==> src/rtl/uart_tx_buffered.sv <==
// -----------------------------------------------------------------------------
// uart_tx_buffered
//   Buffered 8N1 UART transmitter. CPU writes are queued in a small FIFO and
//   serialised LSB first on uart_tx. An optional even-parity bit can be placed
//   between D7 and the stop bit. When the stop bit ends and another byte is
//   waiting, the next start bit follows immediately, with no idle cycle.
//
// Parameters
//   BAUD_DIV    sysclk cycles per bit (2..65535)
//   FIFO_DEPTH  FIFO entries, power of two (2..16)
//   PARITY_EN   1 = insert even-parity bit after D7
//
// Ports
//   sysclk    in   clock, all logic on the rising edge
//   reset     in   synchronous, active-high; aborts any frame, empties the FIFO
//   tx_data   in   [7:0] byte to enqueue
//   tx_wr     in   write strobe, one byte per cycle while high
//   tx_full   out  FIFO holds FIFO_DEPTH entries (registered)
//   tx_empty  out  FIFO holds no entries (registered)
//   tx_level  out  [4:0] FIFO occupancy (registered)
//   tx_busy   out  transmitter is not idle (registered)
//   tx_ovf    out  one-cycle pulse after a write was dropped because the FIFO was full
//   uart_tx   out  serial line, idle high (registered)
// -----------------------------------------------------------------------------
module uart_tx_buffered #(
    parameter int BAUD_DIV   = 5208,
    parameter int FIFO_DEPTH = 8,
    parameter int PARITY_EN  = 0
) (
    input  logic       sysclk,
    input  logic       reset,
    input  logic [7:0] tx_data,
    input  logic       tx_wr,
    output logic       tx_full,
    output logic       tx_empty,
    output logic [4:0] tx_level,
    output logic       tx_busy,
    output logic       tx_ovf,
    output logic       uart_tx
);

    localparam int               PTR_W     = $clog2(FIFO_DEPTH);
    localparam logic [15:0]      BAUD_LAST = 16'(BAUD_DIV - 1);
    localparam logic [4:0]       DEPTH_L   = 5'(FIFO_DEPTH);
    localparam logic [PTR_W-1:0] PTR_ONE   = PTR_W'(1);
    localparam logic             PAR_ON    = (PARITY_EN != 0);

    typedef enum logic [2:0] {
        ST_IDLE   = 3'd0,
        ST_START  = 3'd1,
        ST_DATA   = 3'd2,
        ST_PARITY = 3'd3,
        ST_STOP   = 3'd4
    } state_t;

    // Even parity: the bit that makes the total count of ones even.
    function automatic logic even_parity(input logic [7:0] d);
        return ^d;
    endfunction

    // FIFO storage and pointers
    logic [7:0]       mem_r [FIFO_DEPTH];
    logic [PTR_W-1:0] wr_ptr_r;
    logic [PTR_W-1:0] rd_ptr_r;

    // Transmitter state
    state_t      state_r;
    state_t      state_nx;
    logic [15:0] baud_cnt_r;
    logic [15:0] baud_cnt_nx;
    logic [2:0]  bit_idx_r;
    logic [2:0]  bit_idx_nx;
    logic [7:0]  shift_r;
    logic [7:0]  shift_nx;
    logic        parity_r;
    logic        parity_nx;
    logic        line_nx;
    logic        busy_nx;

    // Handshake / flag helpers
    logic        push_s;
    logic        pop_s;
    logic        ovf_s;
    logic        bit_end_s;
    logic [7:0]  head_s;
    logic [4:0]  level_nx;

    // Flags used here are the registered ones, so a write that arrives while
    // the FIFO is full is rejected even if a pop happens on the same edge.
    assign push_s    = tx_wr && !tx_full;
    assign ovf_s     = tx_wr && tx_full;
    assign bit_end_s = (baud_cnt_r == BAUD_LAST);
    assign head_s    = mem_r[rd_ptr_r];

    // Next-state and datapath decode for the serialiser
    always_comb begin
        state_nx    = state_r;
        baud_cnt_nx = baud_cnt_r;
        bit_idx_nx  = bit_idx_r;
        shift_nx    = shift_r;
        parity_nx   = parity_r;
        line_nx     = uart_tx;
        pop_s       = 1'b0;

        case (state_r)
            ST_IDLE: begin
                if (!tx_empty) begin
                    pop_s       = 1'b1;
                    shift_nx    = head_s;
                    parity_nx   = even_parity(head_s);
                    line_nx     = 1'b0;
                    baud_cnt_nx = 16'd0;
                    state_nx    = ST_START;
                end else begin
                    line_nx     = 1'b1;
                    baud_cnt_nx = 16'd0;
                end
            end

            ST_START: begin
                if (bit_end_s) begin
                    line_nx     = shift_r[0];
                    bit_idx_nx  = 3'd0;
                    baud_cnt_nx = 16'd0;
                    state_nx    = ST_DATA;
                end else begin
                    baud_cnt_nx = baud_cnt_r + 16'd1;
                end
            end

            ST_DATA: begin
                if (bit_end_s) begin
                    baud_cnt_nx = 16'd0;
                    if (bit_idx_r == 3'd7) begin
                        if (PAR_ON) begin
                            line_nx  = parity_r;
                            state_nx = ST_PARITY;
                        end else begin
                            line_nx  = 1'b1;
                            state_nx = ST_STOP;
                        end
                    end else begin
                        bit_idx_nx = bit_idx_r + 3'd1;
                        line_nx    = shift_r[bit_idx_r + 3'd1];
                    end
                end else begin
                    baud_cnt_nx = baud_cnt_r + 16'd1;
                end
            end

            ST_PARITY: begin
                if (bit_end_s) begin
                    line_nx     = 1'b1;
                    baud_cnt_nx = 16'd0;
                    state_nx    = ST_STOP;
                end else begin
                    baud_cnt_nx = baud_cnt_r + 16'd1;
                end
            end

            ST_STOP: begin
                if (bit_end_s) begin
                    baud_cnt_nx = 16'd0;
                    // Chain straight into the next start bit when data is waiting.
                    if (!tx_empty) begin
                        pop_s     = 1'b1;
                        shift_nx  = head_s;
                        parity_nx = even_parity(head_s);
                        line_nx   = 1'b0;
                        state_nx  = ST_START;
                    end else begin
                        line_nx   = 1'b1;
                        state_nx  = ST_IDLE;
                    end
                end else begin
                    baud_cnt_nx = baud_cnt_r + 16'd1;
                end
            end

            default: begin
                state_nx    = ST_IDLE;
                line_nx     = 1'b1;
                baud_cnt_nx = 16'd0;
                bit_idx_nx  = 3'd0;
            end
        endcase

        busy_nx = (state_nx != ST_IDLE);
    end

    // FIFO occupancy after this edge's push/pop
    always_comb begin
        case ({push_s, pop_s})
            2'b10:   level_nx = tx_level + 5'd1;
            2'b01:   level_nx = tx_level - 5'd1;
            default: level_nx = tx_level;
        endcase
    end

    // FIFO data array write port (contents need no reset; pointers define validity)
    always_ff @(posedge sysclk) begin
        if (!reset && push_s) begin
            mem_r[wr_ptr_r] <= tx_data;
        end
    end

    // FIFO pointers, flags and overflow pulse
    always_ff @(posedge sysclk) begin
        if (reset) begin
            wr_ptr_r <= '0;
            rd_ptr_r <= '0;
            tx_level <= 5'd0;
            tx_empty <= 1'b1;
            tx_full  <= 1'b0;
            tx_ovf   <= 1'b0;
        end else begin
            if (push_s) begin
                wr_ptr_r <= wr_ptr_r + PTR_ONE;
            end
            if (pop_s) begin
                rd_ptr_r <= rd_ptr_r + PTR_ONE;
            end
            tx_level <= level_nx;
            tx_empty <= (level_nx == 5'd0);
            tx_full  <= (level_nx == DEPTH_L);
            tx_ovf   <= ovf_s;
        end
    end

    // Serialiser state register and registered line/busy outputs
    always_ff @(posedge sysclk) begin
        if (reset) begin
            state_r    <= ST_IDLE;
            baud_cnt_r <= 16'd0;
            bit_idx_r  <= 3'd0;
            shift_r    <= 8'd0;
            parity_r   <= 1'b0;
            uart_tx    <= 1'b1;
            tx_busy    <= 1'b0;
        end else begin
            state_r    <= state_nx;
            baud_cnt_r <= baud_cnt_nx;
            bit_idx_r  <= bit_idx_nx;
            shift_r    <= shift_nx;
            parity_r   <= parity_nx;
            uart_tx    <= line_nx;
            tx_busy    <= busy_nx;
        end
    end

endmodule

==> config.mk <==
export PLATFORM = sky130hd
export DESIGN_NAME = uart_tx_buffered
export DESIGN_NICKNAME = d
export VERILOG_FILES = /design/src/rtl/uart_tx_buffered.sv
export SDC_FILE = /design/constraint.sdc
export NUM_CORES = 1
export LEC_CHECK = 0
export BUFFER_PORTS_ARGS = -buffer_cell sky130_fd_sc_hd__buf_4
export CAP_MARGIN = 20
export CORE_MARGIN = 2
export CORE_UTILIZATION = 55
export DETAILED_ROUTE_END_ITERATION = 12
export HOLD_SLACK_MARGIN = 0.08
export PLACE_DENSITY_LB_ADDON = 0.12
export SYNTH_ARGS = -nofsm -noshare
export SYNTH_HDL_FRONTEND = slang
export SYNTH_SLANG_ARGS = --single-unit
==> constraint.sdc <==
create_clock -name sysclk -period 4.85 [get_ports sysclk]
set_input_delay 0.7275 -clock sysclk [delete_from_list [all_inputs] [get_ports sysclk]]
set_output_delay 0.7275 -clock sysclk [all_outputs]
set_load 0.05 [all_outputs]
==> impl_metrics.ini <==
[yosys]
synth_warnings = 0
synthCells = 355
async_flop_share_pct = 0
synth_nets = 373
synth_edf_count = 64
yosysSeqAreaShare_pct = 61.70
avgSynthCellArea_um2 = 13.25
synth_area_um2 = 4705
synth-seq-cells = 113
ys_types = 46
ys.flop_type = edfxtp_1

[placement]
gp_congestion = 0.8087
dpl.hpwl_um = 5201
io_buffers = 20
dp.cells = 466

[sta]
max_freq_mhz = 331.8
final_hold_viol_count = 0
fin_crit_sh_pct = 62.14
drv_slew = 0
slew-limit-headroom_pct = 34.49
min_period_ns = 3.014
tightest_slew_ns = 0.9791
finalSetupTns_ns = 0
skew_ns = 0.006789
setup_viol = 0
grt_setup_unrepaired = false

[layout]
final_common_cell = edfxtp_1
syn2layout_area_growth_pct = 17.90
layout_common_cells = edfxtp_1, nor2_1, dfxtp_1, buf_4, mux4_2
nNetsFinal = 399
drive_above_1_share_pct = 20.81
diodes = 0
instances_no_fill = 499
fillers = 616

[detailed_routing]
vias_per_cell = 5.693
dr.pass1.iters = 4
wl_um = 8278
wire_per_inst_um = 16.59
postRouteAntennaNets = 0
vias = 2841
drc_errors = 0
drt_iter0_markers = 150

[power]
vdd_drop_max_mv = 0.2815
p_comb_share_pct = 21.9
p_per_area_nw_per_um2 = 558.1
power_frac_clock_pct = 39.3
leakage_nw = 1.907
seqPwrFrac_pct = 38.7
p_sw_mw = 0.9350
internal-power_mw = 2.161
switching_share_pct = 30.20

[global_routing]
grt_pass1_wl_um = 13170
antenna_found_initial = 0
first_global_vias = 2694
grt_max_degree = 36
grt-ovfl-total = 0
track_usage_pct = 19.79

[clocking]
cts_tree = built
ctsResizeCount = 0
numCtsBuffers = 17
h-tree-depth = 4
clock_sinks = 113
clk_latency_ns = 0.51
path_clk_slew_ns = 0.06
cts_buffer_depth = 2
cts_root_buffer = clkbuf_8
post_cts_buffers = 0
postCtsHoldBufs = 0

[setup_path]
crit_arrival_ns = 3.43
start_kind = flop
crit_path_end_kind = flop
critPathRequiredTime_ns = 5.26
critPathKind = flop to flop
worst-path-max-fanout = 20

[die]
die_w_um = 96.49
coreArea_um2 = 8258
fp.dieH_um = 96.49
start_util_pct = 56.97
num_rows = 33
io-pin-count = 21
die-area_um2 = 9309

[job]
cap_viol_max_count = 0

[min_path]
hold_class = input port to flop

[outcome]
outcome = complete, no violations
-- logic make-up (layout without fill, tap and decap cells) --
kind of cell / after synthesis / count (layout) / synth area share (%)
buffers and inverters: 22 / 61 / 1.968
and+or+nand+nor: 118 / 118 / 12.98
muxes: 29 / 29 / 10.96
AOI/OAI and AO/OA: 47 / 47 / 6.995
adders and majority gates: 7 / 7 / 1.862
xor gates and xnor gates: 19 / 19 / 3.537
DFF: 113 / 113 / 61.70
-- power groups by stage --
stage,registers [mW],clock network (mW),logic (mW)
after floorplan,1.26,0,0.470
after global placement,1.24,0,0.615
after detailed placement,1.25,0,0.626
after CTS,1.23,1.24,0.631
after global routing,1.21,1.28,0.748
final,1.20,1.22,0.679
-- routing by layer --
metal | vias to the layer above | part of all wire (%) | global-route usage (%)
met5 | - | 0 | 0
met3 | 13 | 4.5 | 5.896
met1 | 1391 | 46 | 24.93
met2 | 59 | 48 | 31.83
li1 | 1378 | - | -
met4 | 0 | 1.3 | 8.803
-- flip-flops by register name, indices dropped and copies added (netlist names), 3 cells and up, named ones only --
register and count:
mem_r 64, state_r 3, wr_ptr_r 3, bit_idx_r 3
shift_r 8, baud_cnt_r 16, rd_ptr_r 3, tx_level 5
-- cell usage after synthesis (8+ instances only) --
library cell,count,area share [%]
a211oi_1,10,1.6
a21oi_1,12,1.3
buf_2,8,0.85
dfxtp_1,49,21
edfxtp_1,64,41
mux2i_1,11,2.3
mux4_2,18,8.6
nand2_1,14,1.1
nand3_1,10,1.1
nor2_1,51,4.1
o21ai_0,11,1.2
or3_1,8,1.1
xnor2_1,9,1.7
xor2_1,10,1.9
-- worst max-delay path, stage by stage (launching register included) --
cell      delay, ns
dfxtp_1        0.41
ha_1           0.28
and4b_1        0.30
a41oi_4        0.21
nor2_1         0.15
buf_4          0.24
ha_1           0.30
o31ai_1        0.13
o21ai_0        0.10
nor3_1         0.07
o21bai_1       0.19
xor2_1         0.24
nor4bb_1       0.30
-- path summary, 6_finish.rpt --
| check | startpoint | to | slack [ns] | cells after the start |
|---|---|---|---|---|
| worst min-delay path | tx_wr | tx_ovf$_SDFF_PP0_ | 0.44 | 3 |
| worst max register to register | baud_cnt_r[0]$_SDFF_PP0_ | tx_full$_SDFF_PP0_ | 1.84 | 12 |
| worst max-delay path | baud_cnt_r[0]$_SDFF_PP0_ | tx_full$_SDFF_PP0_ | 1.84 | 12 |
| worst min register to register | tx_full$_SDFF_PP0_ | tx_ovf$_SDFF_PP0_ | 0.47 | 2 |
-- cell type report --
| type | count | area, µm² | share of cell area, % |
|---|---|---|---|
| Sequential cell | 113 | 2903 | 52.33 |
| Clock inverter | 15 | 170.2 | 3.068 |
| Timing Repair Buffer | 24 | 200.2 | 3.609 |
| Inverter | 5 | 18.77 | 0.3384 |
| Clock buffer | 17 | 414.1 | 7.467 |
| Multi-Input combinational cell | 220 | 1709 | 30.81 |
| Tap cell | 105 | 131.4 | 2.369 |
-- through the flow --
step / area, µm² / power, mW / hold WS [ns] / setup WS, ns / util (%)
after floorplan: 4705 / 1.728 / 0.4533 / 1.993 / -
after global placement: 4935 / 1.859 / 0.4598 / 1.917 / 59.76
after detailed placement: 4935 / 1.874 / 0.4526 / 1.862 / 59.76
after CTS: 5519 / 3.097 / 0.4204 / 1.875 / 66.83
after global routing: 5547 / 3.243 / 0.4312 / 1.524 / 67.17
final: 5547 / 3.096 / 0.4444 / 1.836 / 67.17
Power figures use the tool's default switching activity.
